## src/rtl/lsu_ctrl_pkg.sv

```systemverilog
// ============================================================================
// Module  : lsu_ctrl_pkg
// Purpose : Shared access-size codes, address-map defaults and decode helper
//           for the load/store sequencer.
// Revision: 1.0 - initial release
// ============================================================================
`default_nettype none

package lsu_ctrl_pkg;

  localparam logic [1:0] LSU_SIZE_B = 2'd0;
  localparam logic [1:0] LSU_SIZE_H = 2'd1;
  localparam logic [1:0] LSU_SIZE_W = 2'd2;

  localparam logic [31:0] LSU_RAM_BASE_DEF  = 32'h0001_0000;
  localparam logic [31:0] LSU_MMIO_BASE_DEF = 32'h0002_0000;

  // Size code 3 is not a legal access and is reported like a misalignment.
  function automatic logic lsu_misaligned(input logic [1:0] size, input logic [1:0] off);
    case (size)
      LSU_SIZE_B: lsu_misaligned = 1'b0;
      LSU_SIZE_H: lsu_misaligned = off[0];
      LSU_SIZE_W: lsu_misaligned = (off != 2'b00);
      default:    lsu_misaligned = 1'b1;
    endcase
  endfunction

endpackage

`default_nettype wire

```

## src/rtl/lsu_align.sv

```systemverilog
// ============================================================================
// Module  : lsu_align
// Purpose : Store byte-enable/data replication and load shift/extend.
// Revision: 1.0 - initial release
// ============================================================================
`default_nettype none

module lsu_align
  import lsu_ctrl_pkg::*;
(
  input  logic [1:0]  size_i,
  input  logic        unsigned_i,
  input  logic [1:0]  offset_i,
  input  logic [31:0] wdata_i,
  input  logic [31:0] rdata_i,
  output logic [3:0]  be_o,
  output logic [31:0] wdata_o,
  output logic [31:0] rdata_o
);

  logic [31:0] w_shift;

  always_comb begin
    w_shift = rdata_i >> {offset_i, 3'b000};
    be_o    = 4'b0000;
    wdata_o = wdata_i;
    rdata_o = w_shift;
    case (size_i)
      LSU_SIZE_B: begin
        be_o    = 4'b0001 << offset_i;
        wdata_o = {4{wdata_i[7:0]}};
        rdata_o = unsigned_i ? {24'd0, w_shift[7:0]} : {{24{w_shift[7]}}, w_shift[7:0]};
      end
      LSU_SIZE_H: begin
        be_o    = offset_i[1] ? 4'b1100 : 4'b0011;
        wdata_o = {2{wdata_i[15:0]}};
        rdata_o = unsigned_i ? {16'd0, w_shift[15:0]} : {{16{w_shift[15]}}, w_shift[15:0]};
      end
      LSU_SIZE_W: begin
        be_o = 4'b1111;
      end
      default: begin
        be_o = 4'b0000;
      end
    endcase
  end

endmodule

`default_nettype wire

```

## src/rtl/lsu_ctrl.sv

```systemverilog
// ============================================================================
// Module  : lsu_ctrl
// Purpose : Load/store sequencer driving data RAM or fifo_if register window.
// Revision: 1.0 - initial release
// ============================================================================
`default_nettype none

module lsu_ctrl
  import lsu_ctrl_pkg::*;
#(
  parameter int unsigned RAM_AW    = 10,
  parameter logic [31:0] RAM_BASE  = LSU_RAM_BASE_DEF,
  parameter logic [31:0] MMIO_BASE = LSU_MMIO_BASE_DEF
) (
  input  logic              clk_i,
  input  logic              rstn_i,
  input  logic              req_i,
  input  logic              we_i,
  input  logic [1:0]        size_i,
  input  logic              unsigned_i,
  input  logic [31:0]       addr_i,
  input  logic [31:0]       wdata_i,
  output logic              stall_o,
  output logic              done_o,
  output logic [31:0]       rdata_o,
  output logic              err_o,
  output logic              ram_en_o,
  output logic [3:0]        ram_we_o,
  output logic [RAM_AW-1:0] ram_addr_o,
  output logic [31:0]       ram_wdata_o,
  input  logic [31:0]       ram_rdata_i,
  output logic              fifo_sel_o,
  output logic              fifo_rd_o,
  output logic              fifo_wr_o,
  output logic [1:0]        fifo_addr_o,
  output logic [7:0]        fifo_wrdata_o,
  input  logic [7:0]        fifo_rddata_i
);

  localparam logic [1:0] c_idle  = 2'd0;
  localparam logic [1:0] c_issue = 2'd1;
  localparam logic [1:0] c_wait  = 2'd2;
  localparam logic [1:0] c_done  = 2'd3;

  logic [1:0]  r_state;
  logic        r_we;
  logic [1:0]  r_size;
  logic        r_uns;
  logic [1:0]  r_off;
  logic        r_mmio;
  logic        r_err;
  logic [31:0] r_data;

  logic        w_ram_hit;
  logic        w_mmio_hit;
  logic        w_err;
  logic [1:0]  w_size;
  logic [1:0]  w_off;
  logic [3:0]  w_be;
  logic [31:0] w_wdata;
  logic [31:0] w_ext;

  assign w_ram_hit  = (addr_i[31:RAM_AW+2] == RAM_BASE[31:RAM_AW+2]);
  assign w_mmio_hit = (addr_i[31:2] == MMIO_BASE[31:2]);
  assign w_err      = lsu_misaligned(size_i, addr_i[1:0])
                    | (!w_ram_hit && !w_mmio_hit)
                    | (w_mmio_hit && (size_i != LSU_SIZE_B));

  // One aligner: live request while accepting, latched request afterwards.
  assign w_size = (r_state == c_idle) ? size_i      : r_size;
  assign w_off  = (r_state == c_idle) ? addr_i[1:0] : r_off;

  lsu_align u_align (
    .size_i     (w_size),
    .unsigned_i (r_uns),
    .offset_i   (w_off),
    .wdata_i    (wdata_i),
    .rdata_i    (r_data),
    .be_o       (w_be),
    .wdata_o    (w_wdata),
    .rdata_o    (w_ext)
  );

  assign stall_o = ((r_state == c_idle) && req_i) || (r_state == c_issue) || (r_state == c_wait);
  assign done_o  = (r_state == c_done);
  assign err_o   = (r_state == c_done) && r_err;
  assign rdata_o = ((r_state == c_done) && !r_we && !r_err) ? w_ext : 32'd0;

  always_ff @(posedge clk_i or negedge rstn_i) begin
    if (!rstn_i) begin
      r_state       <= c_idle;
      r_we          <= 1'b0;
      r_size        <= LSU_SIZE_B;
      r_uns         <= 1'b0;
      r_off         <= 2'd0;
      r_mmio        <= 1'b0;
      r_err         <= 1'b0;
      r_data        <= 32'd0;
      ram_en_o      <= 1'b0;
      ram_we_o      <= 4'd0;
      ram_addr_o    <= '0;
      ram_wdata_o   <= 32'd0;
      fifo_sel_o    <= 1'b0;
      fifo_rd_o     <= 1'b0;
      fifo_wr_o     <= 1'b0;
      fifo_addr_o   <= 2'd0;
      fifo_wrdata_o <= 8'd0;
    end else begin
      ram_en_o   <= 1'b0;
      ram_we_o   <= 4'd0;
      fifo_sel_o <= 1'b0;
      fifo_rd_o  <= 1'b0;
      fifo_wr_o  <= 1'b0;
      case (r_state)
        c_idle: begin
          if (req_i) begin
            r_we   <= we_i;
            r_size <= size_i;
            r_uns  <= unsigned_i;
            r_off  <= addr_i[1:0];
            r_mmio <= w_mmio_hit;
            r_err  <= w_err;
            if (w_err) begin
              r_state <= c_done;
            end else begin
              r_state <= c_issue;
              if (w_mmio_hit) begin
                fifo_sel_o    <= 1'b1;
                fifo_rd_o     <= !we_i;
                fifo_wr_o     <= we_i;
                fifo_addr_o   <= addr_i[1:0];
                fifo_wrdata_o <= wdata_i[7:0];
              end else begin
                ram_en_o    <= 1'b1;
                ram_we_o    <= we_i ? w_be : 4'd0;
                ram_addr_o  <= addr_i[RAM_AW+1:2];
                ram_wdata_o <= w_wdata;
              end
            end
          end
        end
        c_issue: r_state <= r_we ? c_done : c_wait;
        c_wait: begin
          // Replicating the FIFO byte lets the common shift pick it at any offset.
          r_data  <= r_mmio ? {4{fifo_rddata_i}} : ram_rdata_i;
          r_state <= c_done;
        end
        default: r_state <= c_idle;
      endcase
    end
  end

endmodule

`default_nettype wire

```

## config.mk

```make
export PLATFORM = sky130hd
export DESIGN_NAME = lsu_ctrl
export DESIGN_NICKNAME = d
export VERILOG_FILES = /design/src/rtl/lsu_ctrl_pkg.sv /design/src/rtl/lsu_align.sv /design/src/rtl/lsu_ctrl.sv
export SDC_FILE = /design/constraint.sdc
export NUM_CORES = 1
export LEC_CHECK = 0
export CORE_ASPECT_RATIO = 1.4
export CORE_MARGIN = 10
export CORE_UTILIZATION = 49
export DETAILED_ROUTE_END_ITERATION = 7
export GPL_TIMING_DRIVEN = 0
export MAX_ROUTING_LAYER = met4
export PLACE_DENSITY = 0.95
export SYNTH_ARGS = -nofsm -noshare
export SYNTH_HDL_FRONTEND = slang
export SYNTH_SLANG_ARGS = --single-unit
```

## constraint.sdc

```tcl
create_clock -name clk_i -period 4.2 [get_ports clk_i]
set_input_delay 0.84 -clock clk_i [delete_from_list [all_inputs] [get_ports clk_i]]
set_output_delay 0.84 -clock clk_i [all_outputs]
set_load 0.05 [all_outputs]
```

# Word level (Yosys, flattened, before mapping)
# Cells that the tools add are included.
# totals
register_bits,102
output_inout_bits,95
word_cells,90
input_bits,111
# op_classes
reduce_logical,21
shifts,2
mux,36
n_eq_ne,10
n_bitwise,4
# ops
operator,count
$mux W32,4
$pmux W32 S2,2
$shr A32 B5 Y32,1
$eq A30 B16 Y1 const B,1
$mux W4,6
$eq A20 B5 Y1 const B,1
$mux W1,17
$pmux W4 S3,1
$eq A2 B2 Y1 const B,4
$mux W2,4
$reduce_and A4 Y1,2
$eq A2 B1 Y1 const B,3
$logic_and A1 B1 Y1,6
$logic_not A2 Y1,3
$pmux W2 S3,1
$logic_not A1 Y1,5
$reduce_bool A2 Y1,2
$shl A1 B2 Y4 const A,1
$pmux W1 S3,1
$logic_or A1 B1 Y1,2
$ne A2 B2 Y1 const B,1
$not A1 Y1,2
$or A1 B1 Y1,2
$reduce_and A2 Y1,1

# Longest topological paths before layout
# depth
word_depth,9
depth_mapped,10
mapped_depth_nobuf,7

# Hierarchy
# Synthesis repeated with hierarchy kept, for this count alone.
# hier_totals
hier_cells,556
area_unflattened_um2,5893.2
# modules_own_cells
mod,area_each_um2,seq_area_each_um2,n_inst,cells_each
lsu_ctrl,4545.6,2552.4,1,372
lsu_align,1347.5,0.0,1,184

# Least setup slack after synthesis
# No wires, ideal clock.
# synth_path
path_kind,reg-to-output
start,register r_state[1]
end,output rdata_o[3]
setup_slack_ns,0.441
path_buffers,2
t_arrival_ns,2.919
path_stages_with_launch,6
t_required_ns,3.360
path_cell_list,dfrtp_1 -> ha_1 -> or3b_2 -> clkbuf_1 -> clkbuf_1 -> a211oi_1
# synth_between
word_cells_on_any_way,13
classes_between,2 x eq/ne; 1 x shift; 6 x mux; 4 x reduce/logical
# synth_rtl
item,line_no,source
from (decl),lsu_ctrl.sv:45,logic [1:0] r_state;
from (signal assigned),lsu_ctrl.sv:91,r_state <= c_idle;
from (signal assigned),lsu_ctrl.sv:124,r_state <= c_done;
from (signal assigned),lsu_ctrl.sv:126,r_state <= c_issue;
$eq A2 B2 Y1,-,
via done_o,lsu_ctrl.sv:24,"output logic done_o,"
$logic_and A1 B1 Y1 (2 in a row),lsu_ctrl.sv:87,assign rdata_o = ((r_state == c_done) && !r_we && !r_err) ? w_ext : 32'd0;
$mux W32,lsu_ctrl.sv:87,
to (decl),lsu_ctrl.sv:25,"output logic [31:0] rdata_o,"
# The timed path passes the listed nets, and every way through them passes these cells.

# Final worst setup path
# layout_path
start,input addr_i[0]
end,output rdata_o[5]
# layout_between
elab_chain_len,5
word_cells_on_any_way,6
classes_between,1 x shift; 5 x mux
# layout_lines
item,line_no,source
from (decl),lsu_ctrl.sv:21,"input logic [31:0] addr_i,"
$mux W2 *,lsu_ctrl.sv:71,assign w_off = (r_state == c_idle) ? addr_i[1:0] : r_off;
$shr A32 B5 Y32 *,lsu_align.sv:24,"w_shift = rdata_i >> {offset_i, 3'b000};"
"$mux W32, on equally long branches","lsu_align.sv:37, lsu_align.sv:32",
$pmux W32 S2 *,lsu_align.sv:28,case (size_i)
$mux W32 *,lsu_ctrl.sv:87,
# Every way passes the cells marked *; elsewhere a longest branch is shown, timed or not.

==> results.ini <==
[run_status]
run_status = complete, no violations

[die]
dieArea_sq_um = 16600
initial_utilization_pct = 50.5
floorplan.core_area_sq_um = 11500
die_h_um = 149
placementRows = 46
dieWidth_um = 112
io_pins = 206

[cells_and_area]
layout.area.seq_sq_um = 2550
flow.area_growth_from_synthesis_pct = 44.5
layout.nets = 855
multiInputGateArea_sq_um = 3040
diodes_inserted = 0
final_layout_size_suffix_gt1_share_pct = 19.1
fillerInstances = 781

[setup_path]
cpMaxStageDelayCell = sky130_fd_sc_hd__clkdlybuf4s50_1
crit_path_max_incr_delay_ps = 590
worst_r2r_startpoint = r_state[0]
worst_ep_required_time_ps = 3360
r2r_setup_slack_ps = 1570
critPathMaxFanout = 10
critical_path_arrival_ps = 3300
timing.critical_path.from_type = input pin
bufs_and_invs_on_worst_path = 3
worst_setup_path_end_kind = primary output
critical_path.top_delay_family = buffers and inverters
critical_path_class = in2out
cp_cell_sequence = clkdlybuf4s50_1, mux2i_4, buf_2, mux2_2, nor2_1, a211oi_1, dlygate4sd1_1
cp-startpoint = addr_i[0]

[grt]
grt_antenna_before_repair = 0
overflow = 0
first_global_vias = 5742
grt_first_pass_wirelength_mm = 32.2
overall_global_routing_resource_usage_pct = 24.8
grt_start_max_net_pins = 63

[drt]
drc = 0
route.antenna.remaining_nets = 0
detail_route.wirelength_mm = 20.3
vias_per_cell = 5.79
vias = 5149
drt_pass1_iterations = 5
number_of_design_rule_violations_left_by_the_first_detailed_router_iteration = 261
routed_wire_length_per_instance_um = 22.8

[sta]
fin_skew_ps = 11.0
grt_setup_unrepaired = no
setup-tns-final_ps = 0
maxSlewViolCount = 0
setup_viol_count_final = 0
post-route-period-util_pct = 98.5
final_hold_slack_ps = 471
timing.max_slew.rel_slack_pct = 25.6
worstMarginPinSlew_ps = 1110
timing.final.crit_period_ps = 4140
finalHoldViolCount = 0
clock.fmax_mhz = 242

[synthesis]
netlist.top_cell.by_area = sky130_fd_sc_hd__dfrtp_1
yosys.cell_types.count = 49
synth_top_cell_area_share_pct = 44.1
mappedNetlistNets = 639
synth-seq-cells = 102
postSynthCellCount = 524
postSynth.asyncResetShare_pct = 100
synth_enable_flop_cells = 0
synth_seq_area_share_pct = 44.1
synth.area.top_cells = sky130_fd_sc_hd__dfrtp_1, sky130_fd_sc_hd__mux2_4, sky130_fd_sc_hd__mux2i_1
post-synth-top-count-cell = sky130_fd_sc_hd__dfrtp_1
yosys-top-cells-count = sky130_fd_sc_hd__dfrtp_1, sky130_fd_sc_hd__a21oi_1, sky130_fd_sc_hd__mux2i_1
ys.warnings.count = 0
post_synth_instance_area_sq_um = 5790
postSynthAreaPerCell_sq_um = 11.0
dominantRegCellSynth = sky130_fd_sc_hd__dfrtp_1

[power]
leakage_nw = 3.73
ir_drop_mv = 0.295
power.net_switching_mw = 2.07
combPwrFrac_pct = 51.8
seq_power_share_pct = 29.2
p_per_area_nw_per_um2 = 555
netSwitchingFraction_pct = 44.6
cellInternalPower_mw = 2.57
clock_power_share_pct = 19.0

[run]
drv_cap = 0

[placement]
hpwl_mm = 16.1
port_buffer_cells = 205
place_congestion = 1.01

[cts]
h_tree_levels = 3
cts_hold_buf = 0
clk_pin_slew_worst_paths_ps = 70
cts_sinks = 102
clk_root_buffer_cell = sky130_fd_sc_hd__clkbuf_16
max-clock-path-buffers = 2
worst_skew_pair.late_latency_ps = 350
tritoncts = built
tritoncts.num_buffers = 9

[hold_path]
min_path_type = in2async

routing by layer:
metal	vias up	routed length [um]	track usage (%)
met3	52	1890	9.18
met1	2489	7380	25.8
met4	0	582	9.28
li1	2315	-	-
met5	-	0	-
met2	293	10400	42.0
power groups by stage:
stage                     sequential, mW  combinational [mW]  clock (mW)
final                               1.36                2.40       0.881
after detailed placement            1.36                2.35           0
after global routing                1.38                2.59       0.937
after CTS                           1.35                2.34       0.892
after floorplan                     1.31                1.65           0
after global placement              1.35                2.27           0
final cells by class:
cell class	instances	share of cell area, %
plain buffers	34	2.23
clock buffers	11	3.02
clock inverters	5	0.778
inverters	5	0.225
multi-input cells	380	36.3
flip-flops and latches	102	30.5
well taps	144	2.16
repair buffers	208	24.7
cell families after synthesis:
logic type	Yosys count	synth area share, %
muxes	138	28.4
adders and majority gates	4	0.865
buffers and inverters	42	3.74
DFF	102	44.1
and+or+nand+nor	136	12.2
AOI/OAI and AO/OA	102	10.7
through the flow:
step / cells / setup WS, ps / total power [mW] / cell area, sq um / util, %
finish: 889 / 64.8 / 4.64 / 8360 / 73.0
global route: 889 / 1.60 / 4.91 / 8360 / 73.0
detailed placement: 874 / -684 / 3.71 / 8040 / 70.2
global placement: 873 / -1430 / 3.63 / 8020 / 70.0
CTS: 890 / 1.87 / 4.58 / 8370 / 73.1
floorplan: 524 / 441 / 2.96 / 5790 / -
cell usage in the layout, fill, tap and decap left out, types with 3 or more instances in the layout:
master,instances
sky130_fd_sc_hd__mux2_4,40
sky130_fd_sc_hd__a211oi_1,8
sky130_fd_sc_hd__and4_1,3
sky130_fd_sc_hd__nand2_1,31
sky130_fd_sc_hd__o2bb2ai_1,7
sky130_fd_sc_hd__clkdlybuf4s50_1,172
sky130_fd_sc_hd__nor2_1,54
sky130_fd_sc_hd__buf_2,8
sky130_fd_sc_hd__ha_1,4
sky130_fd_sc_hd__nor3_1,8
sky130_fd_sc_hd__o21ai_0,3
sky130_fd_sc_hd__mux2i_1,59
sky130_fd_sc_hd__clkbuf_16,9
sky130_fd_sc_hd__clkbuf_1,14
sky130_fd_sc_hd__buf_4,4
sky130_fd_sc_hd__mux2_1,10
sky130_fd_sc_hd__mux2_2,26
sky130_fd_sc_hd__nor4_1,7
sky130_fd_sc_hd__dlygate4sd2_1,6
sky130_fd_sc_hd__nor2b_1,3
sky130_fd_sc_hd__o211ai_1,3
sky130_fd_sc_hd__nor3_2,9
sky130_fd_sc_hd__dfrtp_1,102
sky130_fd_sc_hd__inv_1,5
sky130_fd_sc_hd__and2_1,6
sky130_fd_sc_hd__clkdlybuf4s15_2,16
sky130_fd_sc_hd__a21oi_1,64
sky130_fd_sc_hd__o21a_1,8
sky130_fd_sc_hd__buf_1,5
sky130_fd_sc_hd__clkbuf_2,8
sky130_fd_sc_hd__buf_6,6
what timing repair did:
item	4_1_cts	5_1_grt
endpoints found under the setup margin	31	28
setup buffers	0	2
pin swaps	0	0
resized for setup	72	20
state kept, by name, summed over array words and instances (netlist names), 2 cells and up:
name	cells
ram_wdata_o	32
r_off	2
fifo_addr_o	2
r_size	2
ram_addr_o	10
r_data	32
ram_we_o	4
fifo_wrdata_o	8
r_state	2
worst register-to-register path, cell delays in order (launching register included):
cell and delay, ps:
sky130_fd_sc_hd__dfrtp_1 410, sky130_fd_sc_hd__inv_1 110, sky130_fd_sc_hd__ha_1 180, sky130_fd_sc_hd__buf_6 160, sky130_fd_sc_hd__buf_2 220, sky130_fd_sc_hd__nand2_1 280, sky130_fd_sc_hd__nor4_4 340, sky130_fd_sc_hd__and4_1 240
sky130_fd_sc_hd__buf_4 220, sky130_fd_sc_hd__mux2_1 350
final timing paths:
check                                   end  depth (start not counted)
min in group clk_i         fifo_wrdata_o[3]                          1
min                               r_data[9]                          1
max                              rdata_o[5]                          7
max reg2reg                fifo_wrdata_o[2]                          9
min reg2reg                fifo_wrdata_o[3]                          1
max in group asynchronous  fifo_wrdata_o[7]                          2
Note: power is estimated with default switching activity, not from simulation.
